File: src/rtl/regfile_ctrl.sv
// regfile_ctrl: multi-cycle sequencer driving a 4-entry register file, ALU and bus mux.
// Optional feature: define REGFILE_CTRL_ICOUNT_EN to count retired instructions on ICOUNT.
module regfile_ctrl (
  input  logic       CLKb,
  input  logic       RSTb,
  input  logic [9:0] INSTR,
  input  logic       IVALID,
  output logic       IREADY,
  output logic       ENW,
  output logic [1:0] WRA,
  output logic       ENR0,
  output logic [1:0] RDA0,
  output logic       ENR1,
  output logic [1:0] RDA1,
  output logic [2:0] ALU_OP,
  output logic       G_LD,
  output logic [1:0] BUS_SEL,
  output logic       DONE,
  output logic       ILLEGAL,
  output logic [9:0] ICOUNT
);

  typedef enum logic [1:0] {IDLE, T1, T2, FIN} state_t;

  typedef struct packed {
    logic       enw;
    logic [1:0] wra;
    logic       enr0;
    logic [1:0] rda0;
    logic       enr1;
    logic [1:0] rda1;
    logic [2:0] alu_op;
    logic       g_ld;
    logic [1:0] bus_sel;
  } ctrl_t;

  state_t     state_reg;
  logic [7:0] ir_reg;
  logic       ready_reg;
  logic       done_reg;
  logic       illegal_reg;
  ctrl_t      ctrl_reg;

  // INSTR[1:0] carries no meaning for this controller.
  logic unused_instr_bits;
  assign unused_instr_bits = ^INSTR[1:0];

  // Instruction fields below are {opcode[3:0], rx[1:0], ry[1:0]}.
  function automatic logic is_alu(input logic [3:0] op);
    return (op >= 4'd2) && (op <= 4'd6);
  endfunction

  function automatic logic [2:0] alu_code(input logic [3:0] op);
    return 3'(op - 4'd2);
  endfunction

  function automatic ctrl_t t1_ctrl(input logic [7:0] ins);
    ctrl_t c;
    c = '0;
    if (ins[7:4] == 4'd0) begin
      c.bus_sel = 2'b01;
      c.enw     = 1'b1;
      c.wra     = ins[3:2];
    end else if (ins[7:4] == 4'd1) begin
      c.enr0    = 1'b1;
      c.rda0    = ins[1:0];
      c.bus_sel = 2'b10;
      c.enw     = 1'b1;
      c.wra     = ins[3:2];
    end else if (is_alu(ins[7:4])) begin
      c.enr0    = 1'b1;
      c.rda0    = ins[3:2];
      c.enr1    = 1'b1;
      c.rda1    = ins[1:0];
      c.alu_op  = alu_code(ins[7:4]);
      c.g_ld    = 1'b1;
    end
    return c;
  endfunction

  function automatic ctrl_t t2_ctrl(input logic [7:0] ins);
    ctrl_t c;
    c = '0;
    c.bus_sel = 2'b11;
    c.enw     = 1'b1;
    c.wra     = ins[3:2];
    c.alu_op  = alu_code(ins[7:4]);
    return c;
  endfunction

  // Outputs are loaded together with the state they belong to, so every output is a flop.
  always_ff @(posedge CLKb or negedge RSTb) begin
    if (!RSTb) begin
      state_reg   <= IDLE;
      ir_reg      <= '0;
      ready_reg   <= 1'b0;
      ctrl_reg    <= '0;
      done_reg    <= 1'b0;
      illegal_reg <= 1'b0;
    end else begin
      ctrl_reg    <= '0;
      done_reg    <= 1'b0;
      illegal_reg <= 1'b0;
      case (state_reg)
        IDLE: begin
          if (IVALID && ready_reg) begin
            ir_reg    <= INSTR[9:2];
            ready_reg <= 1'b0;
            state_reg <= T1;
            ctrl_reg  <= t1_ctrl(INSTR[9:2]);
          end else begin
            ready_reg <= 1'b1;
          end
        end
        T1: begin
          if (is_alu(ir_reg[7:4])) begin
            state_reg <= T2;
            ctrl_reg  <= t2_ctrl(ir_reg);
          end else begin
            state_reg   <= FIN;
            done_reg    <= 1'b1;
            illegal_reg <= (ir_reg[7:4] >= 4'd7);
          end
        end
        T2: begin
          state_reg <= FIN;
          done_reg  <= 1'b1;
        end
        FIN: begin
          state_reg <= IDLE;
          ready_reg <= 1'b1;
        end
        default: state_reg <= IDLE;
      endcase
    end
  end

  assign IREADY  = ready_reg;
  assign ENW     = ctrl_reg.enw;
  assign WRA     = ctrl_reg.wra;
  assign ENR0    = ctrl_reg.enr0;
  assign RDA0    = ctrl_reg.rda0;
  assign ENR1    = ctrl_reg.enr1;
  assign RDA1    = ctrl_reg.rda1;
  assign ALU_OP  = ctrl_reg.alu_op;
  assign G_LD    = ctrl_reg.g_ld;
  assign BUS_SEL = ctrl_reg.bus_sel;
  assign DONE    = done_reg;
  assign ILLEGAL = illegal_reg;

`ifdef REGFILE_CTRL_ICOUNT_EN
  logic [9:0] icount_reg;

  always_ff @(posedge CLKb or negedge RSTb) begin
    if (!RSTb) begin
      icount_reg <= '0;
    end else if (done_reg) begin
      icount_reg <= icount_reg + 10'd1;
    end
  end

  assign ICOUNT = icount_reg;
`else
  assign ICOUNT = '0;
`endif

endmodule

File: config.mk
export PLATFORM = sky130hd
export DESIGN_NAME = regfile_ctrl
export DESIGN_NICKNAME = d
export VERILOG_FILES = /design/src/rtl/regfile_ctrl.sv
export SDC_FILE = /design/constraint.sdc
export NUM_CORES = 1
export LEC_CHECK = 0
export CORE_ASPECT_RATIO = 1.75
export CORE_MARGIN = 4
export CORE_UTILIZATION = 35
export DETAILED_ROUTE_END_ITERATION = 12
export HOLD_SLACK_MARGIN = 0.08
export PLACE_DENSITY = 0.62
export SETUP_SLACK_MARGIN = 0.4
export SLEW_MARGIN = 15
export SYNTH_ARGS = -nofsm -noshare
export SYNTH_HDL_FRONTEND = slang
export SYNTH_SLANG_ARGS = --single-unit
File: constraint.sdc
create_clock -name CLKb -period 1.95 [get_ports CLKb]
set_clock_uncertainty 0.1 [all_clocks]
set_input_delay 0.2925 -clock CLKb [delete_from_list [all_inputs] [get_ports CLKb]]
set_output_delay 0.2925 -clock CLKb [all_outputs]
set_load 0.01 [all_outputs]
==> Implementation_results.wiki, run 1 <==
{| class="wikitable"
! Metric !! Value
|-
| Result of the run || finished clean
|-
| Number of I/O port buffers || 28
|-
| Share of the synthesized area in compound gates (AO/OA/AOI/OAI) || 15.16%
|-
| Max frequency || 658.7 MHz
|-
| Switching Power || 0.7249 mW
|-
| Ranking of synthesized cells by area || sky130_fd_sc_hd__dfrtp_1 51%, sky130_fd_sc_hd__nand2_1 7.4%, sky130_fd_sc_hd__ha_1 7.2%
|-
| List of most frequent post-synthesis cells || 25 x sky130_fd_sc_hd__dfrtp_1, 24 x sky130_fd_sc_hd__nand2_1, 11 x sky130_fd_sc_hd__buf_4
|-
| Accumulated negative setup slack || 0 ns
|-
| Number of DRC violations after detailed routing || 0
|-
| Total routing resource utilization after global routing || 12.00%
|-
| Max-capacitance violation count || 0
|-
| Std-Cell Core Area || 0.003363 sq mm
|-
| Post-detailed-route via-to-cell ratio || 4.754
|-
| Endpoint arrival time on the critical path || 1.13 ns
|-
| CTS sink count || 25
|-
| Vias in the first global route || 944
|-
| Cell at the slowest stage of the critical path || sky130_fd_sc_hd__clkdlybuf4s50_1
|-
| Adder-cell share of the synthesized area || 7.172%
|-
| CTS root buffer || sky130_fd_sc_hd__clkbuf_8
|-
| Dominant cell type by area after synthesis || sky130_fd_sc_hd__dfrtp_1
|-
| Die Footprint || 0.004535 sq mm
|-
| DRC marker count from the first detailed-route iteration || 16
|-
| P_leak || 1.000 nW
|-
| Parity-gate share of the synthesized area counting xor and xnor cells || 0%
|-
| Top Family by Delay on Critical Path || buffers and inverters
|-
| P per Cell Area || 1177 mW/mm^2
|-
| Hold bufs inserted after CTS || 0
|-
| Syn Std Cell Area || 0.001221 sq mm
|-
| Share of the synthesized area in the top cell type || 51.23%
|-
| Number of buffers created by CTS || 3
|-
| Total I/O pin count || 41
|-
| Antenna cells || 0
|-
| Net Sw Frac || 36.32%
|-
| Placer's final routability congestion estimate || 0.8147
|-
| Kind of launch point of the worst setup path || register
|-
| Maximum buffer depth of the clock tree || 2
|-
| Wire length per cell after detailed routing || 13.49 um
|-
| TritonCTS clock tree || yes
|-
| Max reg flops || 6
|-
| Final Setup Violations || 0
|-
| First-pass GRT wire length || 4119 um
|-
| Maximum number of pins on one net before global-route repair || 26
|-
| Avg Synthesized Cell Area || 10.35 sq um
|-
| Top flip-flop cell by instance count after synthesis || sky130_fd_sc_hd__dfrtp_1
|-
| Starting density of the core || 36.31%
|-
| Sequential cell area fraction in the yosys report || 51.23%
|-
| Number of different library cells in the post-synthesis netlist || 35
|-
| Layout cells sized above 1 || 19.48%
|-
| Final net count || 175
|-
| Class of the most critical hold timing path || primary input to register
|-
| Library cell with the highest instance count after synthesis || sky130_fd_sc_hd__dfrtp_1
|-
| Type of the worst setup path || register to output port
|-
| Logic pwr share || 46.0%
|-
| Residual antenna-violating net count after detailed routing || 0
|-
| Clk network pwr share || 15.4%
|-
| RSZ-0062 raised after global routing || false
|-
| EDFF count, synth || 0
|-
| Number of antenna violations at the first check in global routing || 0
|-
| Simple-gate share of the synthesized area || 15.88%
|-
| Total of warnings raised by yosys || 0
|-
| Number of buffers and inverters on the critical path || 1
|-
| Data required time of the worst path || 1.56 ns
|-
| Share of the clock period used by the worst path after layout || 77.85%
|-
| Wire length reported by the detailed router || 2685 um
|-
| Width of the die || 52.65 um
|-
| Post-Synthesis Cells || 118
|-
| Internal power || 1.271 mW
|-
| CP max stage delay || 0.53 ns
|-
| Worst skew pair latency || 0.27 ns
|-
| #FFs+latches synth || 25
|-
| Combinational family with the most area after synthesis || simple AND/OR/NAND/NOR gates
|-
| Via Count || 946
|-
| Peak supply drop || 785.8 uV
|-
| Worst-case register-to-register setup slack || 0.47 ns
|-
| PnR Total Power || 1.996 mW
|-
| Min Clock Period, post-route || 1.518 ns
|-
| Total count of max-transition violations in the final report || 0
|-
| Portion of total power attributed to sequential cells || 38.5%
|-
| Die height || 86.14 um
|-
| Fin. Hold Viols || 0
|-
| Clock slew seen by the registers of the worst setup and hold paths || 0.09 ns
|-
| Critical Path Sink Type || output port
|-
| Async set or reset register ratio after synthesis || 100.0%
|-
| Multiplexer area fraction after synthesis || 0.9221%
|-
| GRT Residual Overflow || 0
|-
| Depth of the CTS H-tree || 1
|-
| Sequence of cells on the critical path || clkdlybuf4s50_1
|-
| HPWL reported at the end of detailed placement || 1956 um
|-
| Std cell rows || 28
|-
| Router iterations before antenna repair || 4
|-
| Max FO, Critical Path || 1
|-
| Syn-to-layout area delta || 38.83%
|-
| Fill cells || 334
|}
## layout make-up
| type | count | area (sq um) | area share, % |
|---|---|---|---|
| Timing Repair Buffer | 36 | 379.1 | 22.36 |
| Inverter | 6 | 22.52 | 1.328 |
| Tap cell | 45 | 56.30 | 3.321 |
| Sequential cell | 25 | 625.6 | 36.90 |
| Clock buffer | 4 | 45.04 | 2.657 |
| Multi-Input combinational cell | 83 | 566.8 | 33.43 |
## layout by cell type (no fill, tap or decap), types with 2 or more instances in the layout
cell | netlist | routed
sky130_fd_sc_hd__a21oi_1 | 4 | 3
sky130_fd_sc_hd__a31oi_1 | 2 | 2
sky130_fd_sc_hd__a32o_1 | 2 | 2
sky130_fd_sc_hd__buf_4 | 11 | 8
sky130_fd_sc_hd__clkbuf_8 | 0 | 3
sky130_fd_sc_hd__clkdlybuf4s50_1 | 0 | 11
sky130_fd_sc_hd__conb_1 | 1 | 10
sky130_fd_sc_hd__dfrtp_1 | 25 | 25
sky130_fd_sc_hd__dlymetal6s2s_1 | 0 | 16
sky130_fd_sc_hd__ha_1 | 7 | 5
sky130_fd_sc_hd__inv_1 | 6 | 4
sky130_fd_sc_hd__inv_2 | 0 | 2
sky130_fd_sc_hd__nand2_1 | 24 | 24
sky130_fd_sc_hd__nor2_1 | 3 | 3
sky130_fd_sc_hd__nor3_1 | 4 | 4
sky130_fd_sc_hd__o211ai_1 | 2 | 2
sky130_fd_sc_hd__o21ai_0 | 4 | 3
sky130_fd_sc_hd__o21ai_1 | 1 | 2
## what timing repair did
| item | CTS | global route |
|---|---|---|
| gates resized for setup | 4 | 26 |
| hold endpoints to repair | 0 | 0 |
| endpoints found under the setup margin | 12 | 31 |
| pin swaps | 1 | 1 |
| buffers inserted | 1 | 2 |
## kinds of logic after synthesis
family	after synthesis
AOI/OAI and AO/OA	24
buffers and inverters	19
muxes	1
and+or+nand+nor	41
adders and majority gates	7
DFF	25
other	1
## worst register-to-register path: cells and delay by family (launching register included)
family	cells	cell delay [ns]
flops	1	0.42
buf+inv	1	0.11
mux	1	0.35
fa+ha+maj	1	0.20
compound gates	1	0.21
## path summary, 6_finish.rpt
path	cells past startpoint	start	end
max	1	ILLEGAL	ILLEGAL
min	2	INSTR[7]	ALU_OP[1]
max reg2reg	4	state_reg[1]	state_reg[1]
min reg2reg	2	ir_reg[3]	ir_reg[3]
max in group asynchronous	2	RSTb	IREADY
min in group asynchronous	2	RSTb	ir_reg[5]
## power groups by stage
stage          Sequential [mW]  Combinational [mW]  Clock (mW)
6_report                 0.769               0.919       0.308
5_1_grt                  0.790                1.02       0.331
4_1_cts                  0.772               0.833       0.314
3_5_place_dp             0.788               0.807           0
3_3_place_gp             0.778               0.779           0
2_1_floorplan            0.806               0.475           0
## per-stage QoR
stage	setup WS [ns]	hold WS, ns	std cells	cell area, sq um	util (%)
finish	0.4318	0.2468	199	1695	50.41
detailed placement	0.1060	0.3726	192	1538	45.72
global route	0.4048	0.2701	199	1695	50.41
CTS	0.3848	0.2973	197	1597	47.47
global placement	0.1000	0.3585	192	1538	45.72
floorplan	0.4749	-0.1031	127	1255	-
## layer usage
layer  GRT usage (%)  share of wire, %
met3           1.913               5.2
met4           6.279               2.8
met5               0                 0
met2           20.81                54
met1           13.57                38
Power figures use the tool's default switching activity.
==> run 2, diff against run 1 <==
- clock period: 1.95 -> 1.6 ns (I/O delays scaled with it)
==> run 2 against run 1 <==
Against the previous run: critical path depth is 3 higher; clock power is 24% higher; cell area is 6.0% higher.
==> Implementation_results.wiki, run 2 (synthesis gave the netlist of run 1 again) <==
{| class="wikitable"
! Metric !! Value
|-
| Residual antenna-violating net count after detailed routing || 0
|-
| Worst Reg-to-Reg Cells || 4
|-
| Vias in the first global route || 1,043
|-
| P per Cell Area || 1522 mW/mm^2
|-
| Syn-to-layout area delta || 47.13%
|-
| Max reg flops || 6
|-
| CTS root buffer || sky130_fd_sc_hd__clkbuf_8
|-
| Width of the die || 52.65 um
|-
| Std-Cell Core Area || 0.003363 sq mm
|-
| Antenna cells || 0
|-
| Accumulated negative setup slack || 0 ns
|-
| Fill cells || 324
|-
| Maximum buffer depth of the clock tree || 2
|-
| Fin. Hold Viols || 0
|-
| Final Setup Violations || 0
|-
| Number of DRC violations after detailed routing || 0
|-
| Router iterations before antenna repair || 4
|-
| Max FO, Critical Path || 4
|-
| P_leak || 0.8690 nW
|-
| Most used cells in the layout excluding fill and tap cells || 23 x sky130_fd_sc_hd__nand2_1, 22 x sky130_fd_sc_hd__dfrtp_1, 16 x sky130_fd_sc_hd__buf_4, 12 x sky130_fd_sc_hd__buf_2, 10 x sky130_fd_sc_hd__conb_1
|-
| Number of buffers created by CTS || 3
|-
| Number of I/O port buffers || 28
|-
| End of the worst register-to-register path || state_reg[1]
|-
| Reg2Reg Launch Point || state_reg[0]
|-
| Min Clock Period, post-route || 1.454 ns
|-
| TritonCTS clock tree || yes
|-
| Post-route worst hold slack || 0.2297 ns
|-
| Post-detailed-route via-to-cell ratio || 4.733
|-
| Data required time of the worst path || 1.66 ns
|-
| Number of antenna violations at the first check in global routing || 0
|-
| Clock slew seen by the registers of the worst setup and hold paths || 0.09 ns
|-
| Total routing resource utilization after global routing || 13.60%
|-
| Type of the worst setup path || register to register
|-
| Cell Area, Placed || 0.001638 sq mm
|-
| GRT Residual Overflow || 0
|-
| Wire length reported by the detailed router || 2993 um
|-
| Final net count || 186
|-
| CTS sink count || 25
|-
| Via Count || 994
|-
| Endpoint arrival time on the critical path || 1.51 ns
|-
| HPWL reported at the end of detailed placement || 2072 um
|-
| DRC marker count from the first detailed-route iteration || 11
|-
| Class of the most critical hold timing path || primary input to asynchronous set/reset pin
|-
| Wire length per cell after detailed routing || 14.25 um
|-
| RSZ-0062 raised after global routing || true
|-
| Depth of the CTS H-tree || 1
|-
| Layout cells sized above 1 || 46.67%
|-
| Design Area, Final || 0.001797 sq mm
|-
| Critical Path Sink Type || register
|-
| Most common cell after layout, fill and taps aside || sky130_fd_sc_hd__nand2_1
|-
| Max-capacitance violation count || 0
|-
| Worst skew pair latency || 0.27 ns
|-
| Die height || 86.14 um
|-
| Std cell rows || 28
|-
| Share of the clock period used by the worst path after layout || 90.87%
|-
| Maximum number of pins on one net before global-route repair || 26
|-
| Result of the run || finished clean
|-
| Total I/O pin count || 41
|-
| Die Footprint || 0.004535 sq mm
|-
| Starting density of the core || 36.31%
|-
| Max frequency || 687.8 MHz
|-
| First-pass GRT wire length || 4657 um
|-
| Kind of launch point of the worst setup path || register
|-
| Worst-case register-to-register setup slack || 0.15 ns
|-
| Peak supply drop || 1018 uV
|-
| Total count of max-transition violations in the final report || 0
|-
| Placer's final routability congestion estimate || 0.8308
|-
| Utilization of the core after routing || 53.42%
|}
## run 2: area by class of cell
class,count,area [sq um],share of cell area (%)
flip-flops and latches,25,629.4,35.03
inverters,6,25.02,1.393
well taps,45,56.30,3.134
clock buffers,3,41.29,2.298
repair buffers,47,349.1,19.43
clock inverters,1,5.005,0.2786
multi-input cells,83,690.7,38.44
## run 2: metrics by stage
step / std cells / worst slack (ns) / power [mW]
2_1_floorplan: 127 / 0.2654 / 1.662
3_3_place_gp: 199 / -0.1072 / 2.031
3_5_place_dp: 199 / -0.1385 / 2.070
4_1_cts: 207 / 0.1819 / 2.574
5_1_grt: 210 / 0.06762 / 2.929
6_report: 210 / 0.1461 / 2.735
## run 2: worst max-delay path, stage by stage (launching register included)
cell and delay (ns):
sky130_fd_sc_hd__dfrtp_2 0.47, sky130_fd_sc_hd__inv_4 0.09, sky130_fd_sc_hd__ha_4 0.13, sky130_fd_sc_hd__a21boi_4 0.23, sky130_fd_sc_hd__mux2_4 0.32
## run 2: how the worst max path moves through the flow
| stage | from | to | cells after the start |
|---|---|---|---|
| floorplan | state_reg[1] | ALU_OP[2] | 5 |
| global placement | INSTR[7] | ALU_OP[1] | 5 |
| detailed placement | INSTR[7] | ALU_OP[1] | 5 |
| CTS | state_reg[0] | state_reg[1] | 4 |
| global route | state_reg[1] | state_reg[0] | 5 |
| finish | state_reg[0] | state_reg[1] | 4 |
## run 2: timing repair
item / in CTS / in global routing
buffers inserted: 4 / 3
hold buffers: 0 / 0
endpoints found under the setup margin: 42 / 35
resized for setup: 73 / 24
pin swaps: 7 / 6
## run 2: layer usage
layer  GRT usage, %  share of wire [%]  up-vias  wire, um
met5              0                  0        -         0
met4          6.047                1.1        0        34
met3          1.565                5.7        4       171
met2          25.90                 58       32      1739
met1          13.98                 35      486      1048
li1               -                  -      472         -
## run 2: power breakdown
part | internal, mW | switching, mW
Sequential | 0.829 | 0.150
Combinational | 0.674 | 0.702
Clock | 0.174 | 0.207
